$ cat src/rtl/axis_narrow_shift_register.sv
// rtl/axis_narrow_shift_register.sv - AXI-Stream width down-converter built on a right-shifting holding register.
// Optional SVA protocol checks compile in when AXIS_NARROW_SR_ASSERT_EN is defined.
module axis_narrow_shift_register #(
    parameter int IN_BYTES            = 8,
    parameter int OUT_BYTES           = 2,
    parameter int ID_W                = 4,
    parameter int DEST_W              = 4,
    parameter int USER_W              = 2,
    parameter bit DROP_EMPTY_SUBWORDS = 1'b1
) (
    input  logic                   clk,
    input  logic                   resetn,
    input  logic [IN_BYTES*8-1:0]  in_tdata,
    input  logic [IN_BYTES-1:0]    in_tkeep,
    input  logic                   in_tlast,
    input  logic [USER_W-1:0]      in_tuser,
    input  logic [ID_W-1:0]        in_tid,
    input  logic [DEST_W-1:0]      in_tdest,
    input  logic                   in_tvalid,
    output logic                   in_tready,
    output logic [OUT_BYTES*8-1:0] out_tdata,
    output logic [OUT_BYTES-1:0]   out_tkeep,
    output logic [OUT_BYTES-1:0]   out_tstrb,
    output logic                   out_tlast,
    output logic [USER_W-1:0]      out_tuser,
    output logic [ID_W-1:0]        out_tid,
    output logic [DEST_W-1:0]      out_tdest,
    output logic                   out_tvalid,
    input  logic                   out_tready
);
    localparam int N     = IN_BYTES / OUT_BYTES;
    localparam int CW    = $clog2(N + 1);
    localparam int OUT_W = OUT_BYTES * 8;

    if (IN_BYTES <= OUT_BYTES) begin : g_err_ratio
        $error("axis_narrow_shift_register: IN_BYTES must exceed OUT_BYTES");
    end
    if ((IN_BYTES % OUT_BYTES) != 0) begin : g_err_div
        $error("axis_narrow_shift_register: OUT_BYTES must divide IN_BYTES");
    end

    logic [IN_BYTES*8-1:0] sr_data;
    logic [IN_BYTES-1:0]   sr_keep;
    logic [CW-1:0]         cnt;
    logic [CW-1:0]         load_len;
    logic                  hold_last;
    logic [USER_W-1:0]     hold_user;
    logic [ID_W-1:0]       hold_id;
    logic [DEST_W-1:0]     hold_dest;
    logic                  in_fire;
    logic                  out_fire;

    assign out_tvalid = (cnt != '0);
    assign out_tdata  = sr_data[OUT_W-1:0];
    assign out_tkeep  = sr_keep[OUT_BYTES-1:0];
    assign out_tstrb  = '1;
    assign out_tlast  = hold_last && (cnt == CW'(1));
    assign out_tuser  = hold_user;
    assign out_tid    = hold_id;
    assign out_tdest  = hold_dest;

    // Accepting while the last subword leaves keeps full rate with no bubble.
    assign in_tready = resetn && ((cnt == '0) || ((cnt == CW'(1)) && out_tready));
    assign in_fire   = in_tvalid && in_tready;
    assign out_fire  = out_tvalid && out_tready;

    always_comb begin
        load_len = '0;
        if (DROP_EMPTY_SUBWORDS) begin
            for (int i = 0; i < N; i++) begin
                if (|in_tkeep[i*OUT_BYTES +: OUT_BYTES]) begin
                    load_len = CW'(i + 1);
                end
            end
            // An empty final beat still emits one keep=0 subword to carry tlast.
            if (load_len == '0 && in_tlast) begin
                load_len = CW'(1);
            end
        end else begin
            load_len = CW'(N);
        end
    end

    always_ff @(posedge clk) begin
        if (!resetn) begin
            cnt     <= '0;
            sr_keep <= '0;
        end else if (in_fire) begin
            sr_data   <= in_tdata;
            sr_keep   <= in_tkeep;
            cnt       <= load_len;
            hold_last <= in_tlast;
            hold_user <= in_tuser;
            hold_id   <= in_tid;
            hold_dest <= in_tdest;
        end else if (out_fire) begin
            sr_data <= sr_data >> OUT_W;
            sr_keep <= sr_keep >> OUT_BYTES;
            cnt     <= cnt - CW'(1);
        end
    end

`ifdef AXIS_NARROW_SR_ASSERT_EN
    logic              mid_pkt;
    logic [ID_W-1:0]   pkt_id;
    logic [DEST_W-1:0] pkt_dest;

    always_ff @(posedge clk) begin
        if (!resetn) begin
            mid_pkt <= 1'b0;
        end else if (in_fire) begin
            mid_pkt  <= !in_tlast;
            pkt_id   <= in_tid;
            pkt_dest <= in_tdest;
        end
    end

    a_keep_contig: assert property (@(posedge clk) disable iff (!resetn)
        in_fire |-> ((in_tkeep & (in_tkeep + 1'b1)) == '0));
    a_out_stable: assert property (@(posedge clk) disable iff (!resetn)
        (out_tvalid && !out_tready) |=> (out_tvalid && $stable(out_tdata) && $stable(out_tkeep)
            && $stable(out_tlast) && $stable(out_tuser) && $stable(out_tid) && $stable(out_tdest)));
    a_ready_busy: assert property (@(posedge clk) disable iff (!resetn)
        (cnt > CW'(1)) |-> !in_tready);
    a_pkt_route: assert property (@(posedge clk) disable iff (!resetn)
        (in_fire && mid_pkt) |-> ((in_tid == pkt_id) && (in_tdest == pkt_dest)));
`endif
endmodule

$ cat config.mk
export PLATFORM = sky130hd
export DESIGN_NAME = axis_narrow_shift_register
export DESIGN_NICKNAME = d
export VERILOG_FILES = /design/src/rtl/axis_narrow_shift_register.sv
export SDC_FILE = /design/constraint.sdc
export NUM_CORES = 1
export LEC_CHECK = 0
export BUFFER_PORTS_ARGS = -buffer_cell sky130_fd_sc_hd__buf_4
export CORE_MARGIN = 1
export CORE_UTILIZATION = 47
export CTS_BUF_LIST = sky130_fd_sc_hd__clkbuf_8
export DETAILED_ROUTE_END_ITERATION = 10
export HOLD_SLACK_MARGIN = 0.05
export PLACE_DENSITY = 0.75
export RECOVER_POWER = 100
export SYNTH_ARGS = -nofsm -noshare
export SYNTH_HDL_FRONTEND = slang
export SYNTH_SLANG_ARGS = --single-unit
$ cat constraint.sdc
create_clock -name clk -period 6.2 [get_ports clk]
set_clock_uncertainty 0.1 [all_clocks]
set_input_delay 0.93 -clock clk [delete_from_list [all_inputs] [get_ports clk]]
set_output_delay 0.93 -clock clk [all_outputs]
set_load 0.005 [all_outputs]
==> impl_metrics.toml, run 1 <==
[floorplan]
die_h_um = 91.07
core_um2 = 7687
rows = 32
io-pin-count = 120
dieArea_um2 = 8294
start_util = 0.4850
chipWidth_um = 91.07

[timing]
worst_slack_ps = 2345
period_minus_slack_ps = 3855
max_freq_mhz = 259.4
finalHoldViolCount = 0
rsz0062_at_grt = "false"
drv_slew = 99
worst_pin_slew_ps = 1963
setup_viol = 0
finalCritPeriodShare = 0.6219
slew_headroom = -0.3089
setup_tns_ps = 0

[synthesis]
synth_xor_area_frac = 0.002349
synth_top_family_by_area = "simple AND/OR/NAND/NOR gates"
synth_cell_types = 35
yosys.area_share.simple = 0.2010
synthMuxAreaShare = 0.005705
synth_fa_ha_area_frac = 0.01007
yosysSeqAreaShare = 0.6631
netlist_instances = 343
netlist_area_um2 = 3729
synth_ff_type = "edfxtp_1"
synth_compound_area_frac = 0.04295
yosys_register_bits = 86
synth_edf_count = 75
ys_warn_count = 0
avgSynthCellArea_um2 = 10.87
synthArstFlopShare = 0

[worst_setup_path]
cp-start-kind = "primary input"
cp_max_fo = 81
crit_type = "in2reg"
crit_buf_inv = 2
critical_path.max_stage_delay_ps = 1490
cp-end-kind = "flop"
worstPathArrival_ps = 3850
path_delay_family = "simple AND/OR/NAND/NOR gates"
cp_slowest_cell = "or3_1"
crit_chain = "clkbuf_1, nand2_1, or3_1, inv_6, and2_0"
cp_data_required_time_ps = 6200

[status]
violations = "DRC, capacitance limit, slew limit"
outcome = "finished with violations"

[clock_network]
cts_sinks = 86
root_buffer = "clkbuf_8"
h-tree-depth = 3
clock_path_buffers = 2
numCtsBuffers = 9
clkTransAtPathRegs_ps = 80
post_cts_buffers = 0
hold_buffers = 0
cts_tree = "done"
cts_resized = 0
clock_latency_ps = 350

[global_routing]
grt_pass1_vias = 2470
grtUsageTotal = 0.1760
grt_pass1_wl_um = 11160
overflow = 0
grt_max_degree = 82
antenna_found_initial = 0

[final_layout]
n_antenna_cell = 0
area_growth_pct = 24.83
drive_gt1_frac = 0.2964
layout.nets = 527
final_core_util = 0.6055

[drt]
drtAntennaViolNets = 0
drt_pre_antenna_iters = 7
drt-initial-drc-count = 88
routedWlPerCell_um = 12.47
drc = 1
dr_total_vias = 2573
drt-total-wl_um = 6782
vias_per_cell = 4.730

[pwr]
powerDensity_nw_per_um2 = 386.7
comb_power_share = 0.296
clock_power_share = 0.180
p_seq_frac = 0.524
p_int_mw = 1.250
switching_share = 0.3057
p_switching_mw = 0.5503
leakagePower_nw = 2.029
ir_worst_vdd_v = 0.0001756

[place]
pre_cts_slack_ps = 2895
dp_hpwl_um = 4678
gp_congestion = 0.8274
portBuffers = 117

[flow_run]
drv_cap = 2

[hold_path]
min_path_type = "reg2reg"
==> metal layers <==
metal | routed length [um] | part of all wire | up-vias | global-route usage
met4 | 153 | 0.023 | 0 | 0.08730
met5 | 0 | 0 | - | 0
li1 | - | - | 1307 | -
met3 | 415 | 0.061 | 15 | 0.03266
met2 | 3299 | 0.49 | 104 | 0.3011
met1 | 2914 | 0.43 | 1147 | 0.2137
==> kinds of logic (layout without fill, tap and decap cells) <==
| logic type | count (synthesis) | after routing |
|---|---|---|
| simple gates | 185 | 185 |
| flops | 86 | 86 |
| buf+inv | 42 | 140 |
| compound gates | 23 | 23 |
| fa+ha+maj | 3 | 3 |
| mux | 2 | 2 |
| other cells | 1 | 2 |
| xor+xnor | 1 | 1 |
==> final timing paths <==
kind | from | endpoint | slack (ps) | cells past startpoint
worst max-delay path | resetn | sr_data[57] | 2340 | 5
worst min-delay path | sr_keep[6] | sr_keep[4] | 380 | 2
worst max register to register | cnt[0] | sr_data[57] | 2580 | 6
worst min register to register | sr_keep[6] | sr_keep[4] | 380 | 2
==> synthesized netlist by cell type, drive strengths merged (2+ instances only) <==
| library cell | instances | area (um2) |
|---|---|---|
| a311oi | 2 | 17.52 |
| a31oi | 4 | 25.02 |
| a32o | 2 | 20.02 |
| and2 | 16 | 100.1 |
| buf | 34 | 239.0 |
| clkbuf | 2 | 8.750 |
| dfxtp | 11 | 220.2 |
| edfxtp | 75 | 2252 |
| ha | 3 | 37.54 |
| inv | 6 | 27.53 |
| nand2 | 157 | 589.3 |
| nand3 | 3 | 15.01 |
| nor2 | 3 | 11.26 |
| nor3 | 3 | 15.01 |
| o21ai | 6 | 30.03 |
| o22ai | 2 | 12.51 |
==> power groups by stage <==
stage                     clock, mW  sequential, mW  combinational, mW
after detailed placement          0           0.953              0.547
after floorplan                   0           0.953              0.405
after CTS                     0.330           0.941              0.548
after global routing          0.351           0.961              0.607
final                         0.324           0.943              0.533
after global placement            0           0.945              0.524
==> placed cells by master (no fill, tap or decap), types with 4 or more instances in the layout <==
cell type  Yosys  final
buf_4         21     75
edfxtp_1      75     75
and2_1        16     13
clkbuf_4       0     40
inv_1          5      6
o21ai_0        6      5
dfxtp_1       11     11
a31oi_1        4      4
nand2_1      157    157
clkbuf_8       0      9
==> registers in the layout (all words and copies together), names as in the netlist <==
name and cells:
out_tdest 4, out_tuser 2, cnt 3, sr_keep 8, hold_last 1, out_tid 4, sr_data 64
==> area by class of cell <==
class	instances	area, um2
multi-input cells	216	996.0
clock buffers	9	123.9
fillers	676	3033
repair buffers	118	874.6
flip-flops and latches	86	2472
inverters	6	27.53
well taps	102	127.6
clock inverters	7	32.53
==> worst register-to-register path: stages, from the launching register on <==
cell and delay (ps):
dfxtp_1 350, inv_1 80, ha_1 230, a21oi_2 160
or3_1 1470, inv_6 590, and2_0 390
==> through the flow <==
step | instance area [um2] | std cells | power [mW] | hold WS (ps)
finish | 4654 | 544 | 1.800 | 376.4
global route | 4654 | 544 | 1.918 | 411.9
CTS | 4667 | 544 | 1.819 | 375.7
detailed placement | 4511 | 528 | 1.499 | 362.0
global placement | 4511 | 528 | 1.469 | 352.2
floorplan | 3732 | 344 | 1.359 | 344.7
Power figures use the tool's default switching activity.
==> inputs of run 2 (changes only) <==
CORE_UTILIZATION = 52   (was 47)
PLACE_DENSITY = 0.78   (was 0.75)
clock period = 3.76 ns   (was 6.2 ns; I/O delays follow)
==> run 2 against run 1 <==
  * The run ends with capacitance limit, slew limit left
  * Clock power up 130%
  * First-iteration DRC count up 41%
  * Cell area up 1.5%
  * Setup slack worse by 1500 ps
  * Routed wire length up 1.0%
  * Cell count down 1.1%
  * Critical endpoint unchanged
  * Largest cell class unchanged
==> impl_metrics.toml, run 2 (synthesis results as in run 1) <==
[drt]
drt-total-wl_um = 6852
dr_total_vias = 2585
drt_pre_antenna_iters = 4
drtAntennaViolNets = 0
drc = 0
drt-initial-drc-count = 124
vias_per_cell = 4.805
routedWlPerCell_um = 12.74

[worst_setup_path]
rrSetupSlack_ps = 810
crit_type = "reg2reg"
cp_max_fo = 65
cp-start-kind = "flop"
worstPathArrival_ps = 2790
cp-end-kind = "flop"
cp_data_required_time_ps = 3610

[clock_network]
post_cts_buffers = 0
h-tree-depth = 3
clkTransAtPathRegs_ps = 80
clock_latency_ps = 340
cts_resized = 0
cts_sinks = 86
cts_tree = "done"
root_buffer = "clkbuf_8"
hold_buffers = 0
numCtsBuffers = 9
clock_path_buffers = 2

[pwr]
powerDensity_nw_per_um2 = 671.5
leakagePower_nw = 2.074
ir_worst_vdd_v = 0.0003901

[floorplan]
start_util = 0.5428
dieArea_um2 = 7513
rows = 30
io-pin-count = 120
chipWidth_um = 86.68
die_h_um = 86.68
core_um2 = 6869

[final_layout]
area_growth_pct = 26.74
layout_commonest_cell = "nand2_1"
layout.nets = 528
n_antenna_cell = 0
mostFrequentLayoutCells = "nand2_1, buf_4, edfxtp_1"
finalNonFillerCells = 538
regMostFlops = "sr_data"
top_regs = "sr_data x64, sr_keep x8"
largest_reg_flops = 64
drive_gt1_frac = 0.3032

[global_routing]
grt_pass1_vias = 2504
overflow = 0
antenna_found_initial = 0
grt_pass1_wl_um = 11010
grtUsageTotal = 0.1958
grt_max_degree = 82

[place]
gp_congestion = 0.8981
portBuffers = 117
place_inst = 523
dp_hpwl_um = 4661

[timing]
finalCritPeriodShare = 0.7843
drv_slew = 66
setup_viol = 0
rsz0062_at_grt = "false"
finalHoldViolCount = 0
worst_pin_slew_ps = 1540
hold_slack_ps = 319.6
slew_headroom = -0.02645
max_freq_mhz = 339.1
period_minus_slack_ps = 2949
setup_tns_ps = 0

[flow_run]
drv_cap = 1

[status]
outcome = "finished with violations"
violations = "capacitance limit, slew limit"

[hold_path]
min_path_type = "in2reg"
-- run 2: power breakdown --
part | switching [mW] | internal (mW)
Combinational | 0.529 | 0.355
Sequential | 0.0840 | 1.47
Clock | 0.299 | 0.432
Total | 0.912 | 2.26
-- run 2: area by class of cell --
class | instances | area, um2
Multi-Input combinational cell | 216 | 992.2
Clock inverter | 6 | 102.6
Timing Repair Buffer | 119 | 887.1
Tap cell | 96 | 120.1
Fill cell | 559 | 2143
Clock buffer | 9 | 123.9
Sequential cell | 86 | 2472
Inverter | 6 | 27.53
-- run 2: per-stage QoR --
step | setup slack, ps | instance area [um2] | power, mW | utilization
floorplan | 676.0 | 3736 | 2.230 | -
global placement | 1278 | 4511 | 2.430 | 0.6566
detailed placement | 1203 | 4511 | 2.480 | 0.6566
CTS | 1314 | 4737 | 3.211 | 0.6896
global route | 619.8 | 4726 | 3.374 | 0.6880
finish | 811.0 | 4726 | 3.173 | 0.6880
-- run 2: metal layers --
| metal | part of all wire | global-route usage | vias up |
|---|---|---|---|
| met5 | 0 | 0 | - |
| met4 | 0.0079 | 0.08939 | 0 |
| met3 | 0.074 | 0.04381 | 4 |
| met2 | 0.53 | 0.3499 | 111 |
| met1 | 0.39 | 0.2242 | 1164 |
| li1 | - | - | 1306 |
-- run 2: path summary, 6_finish.rpt --
check                  start           to  depth (start not counted)
hold reg to reg   sr_keep[2]   sr_keep[0]                          2
hold / removal     in_tid[0]   out_tid[0]                          1
setup reg to reg      cnt[0]  sr_data[57]                          6
setup / recovery      cnt[0]  sr_data[57]                          6
-- run 2: worst max-delay path, cell delays in order, from the launching register on --
cell and delay [ps]:
dfxtp_1 350, inv_1 90, ha_1 210, nand2b_1 330, nand3_1 210, o21ai_4 90
clkbuf_2 1140
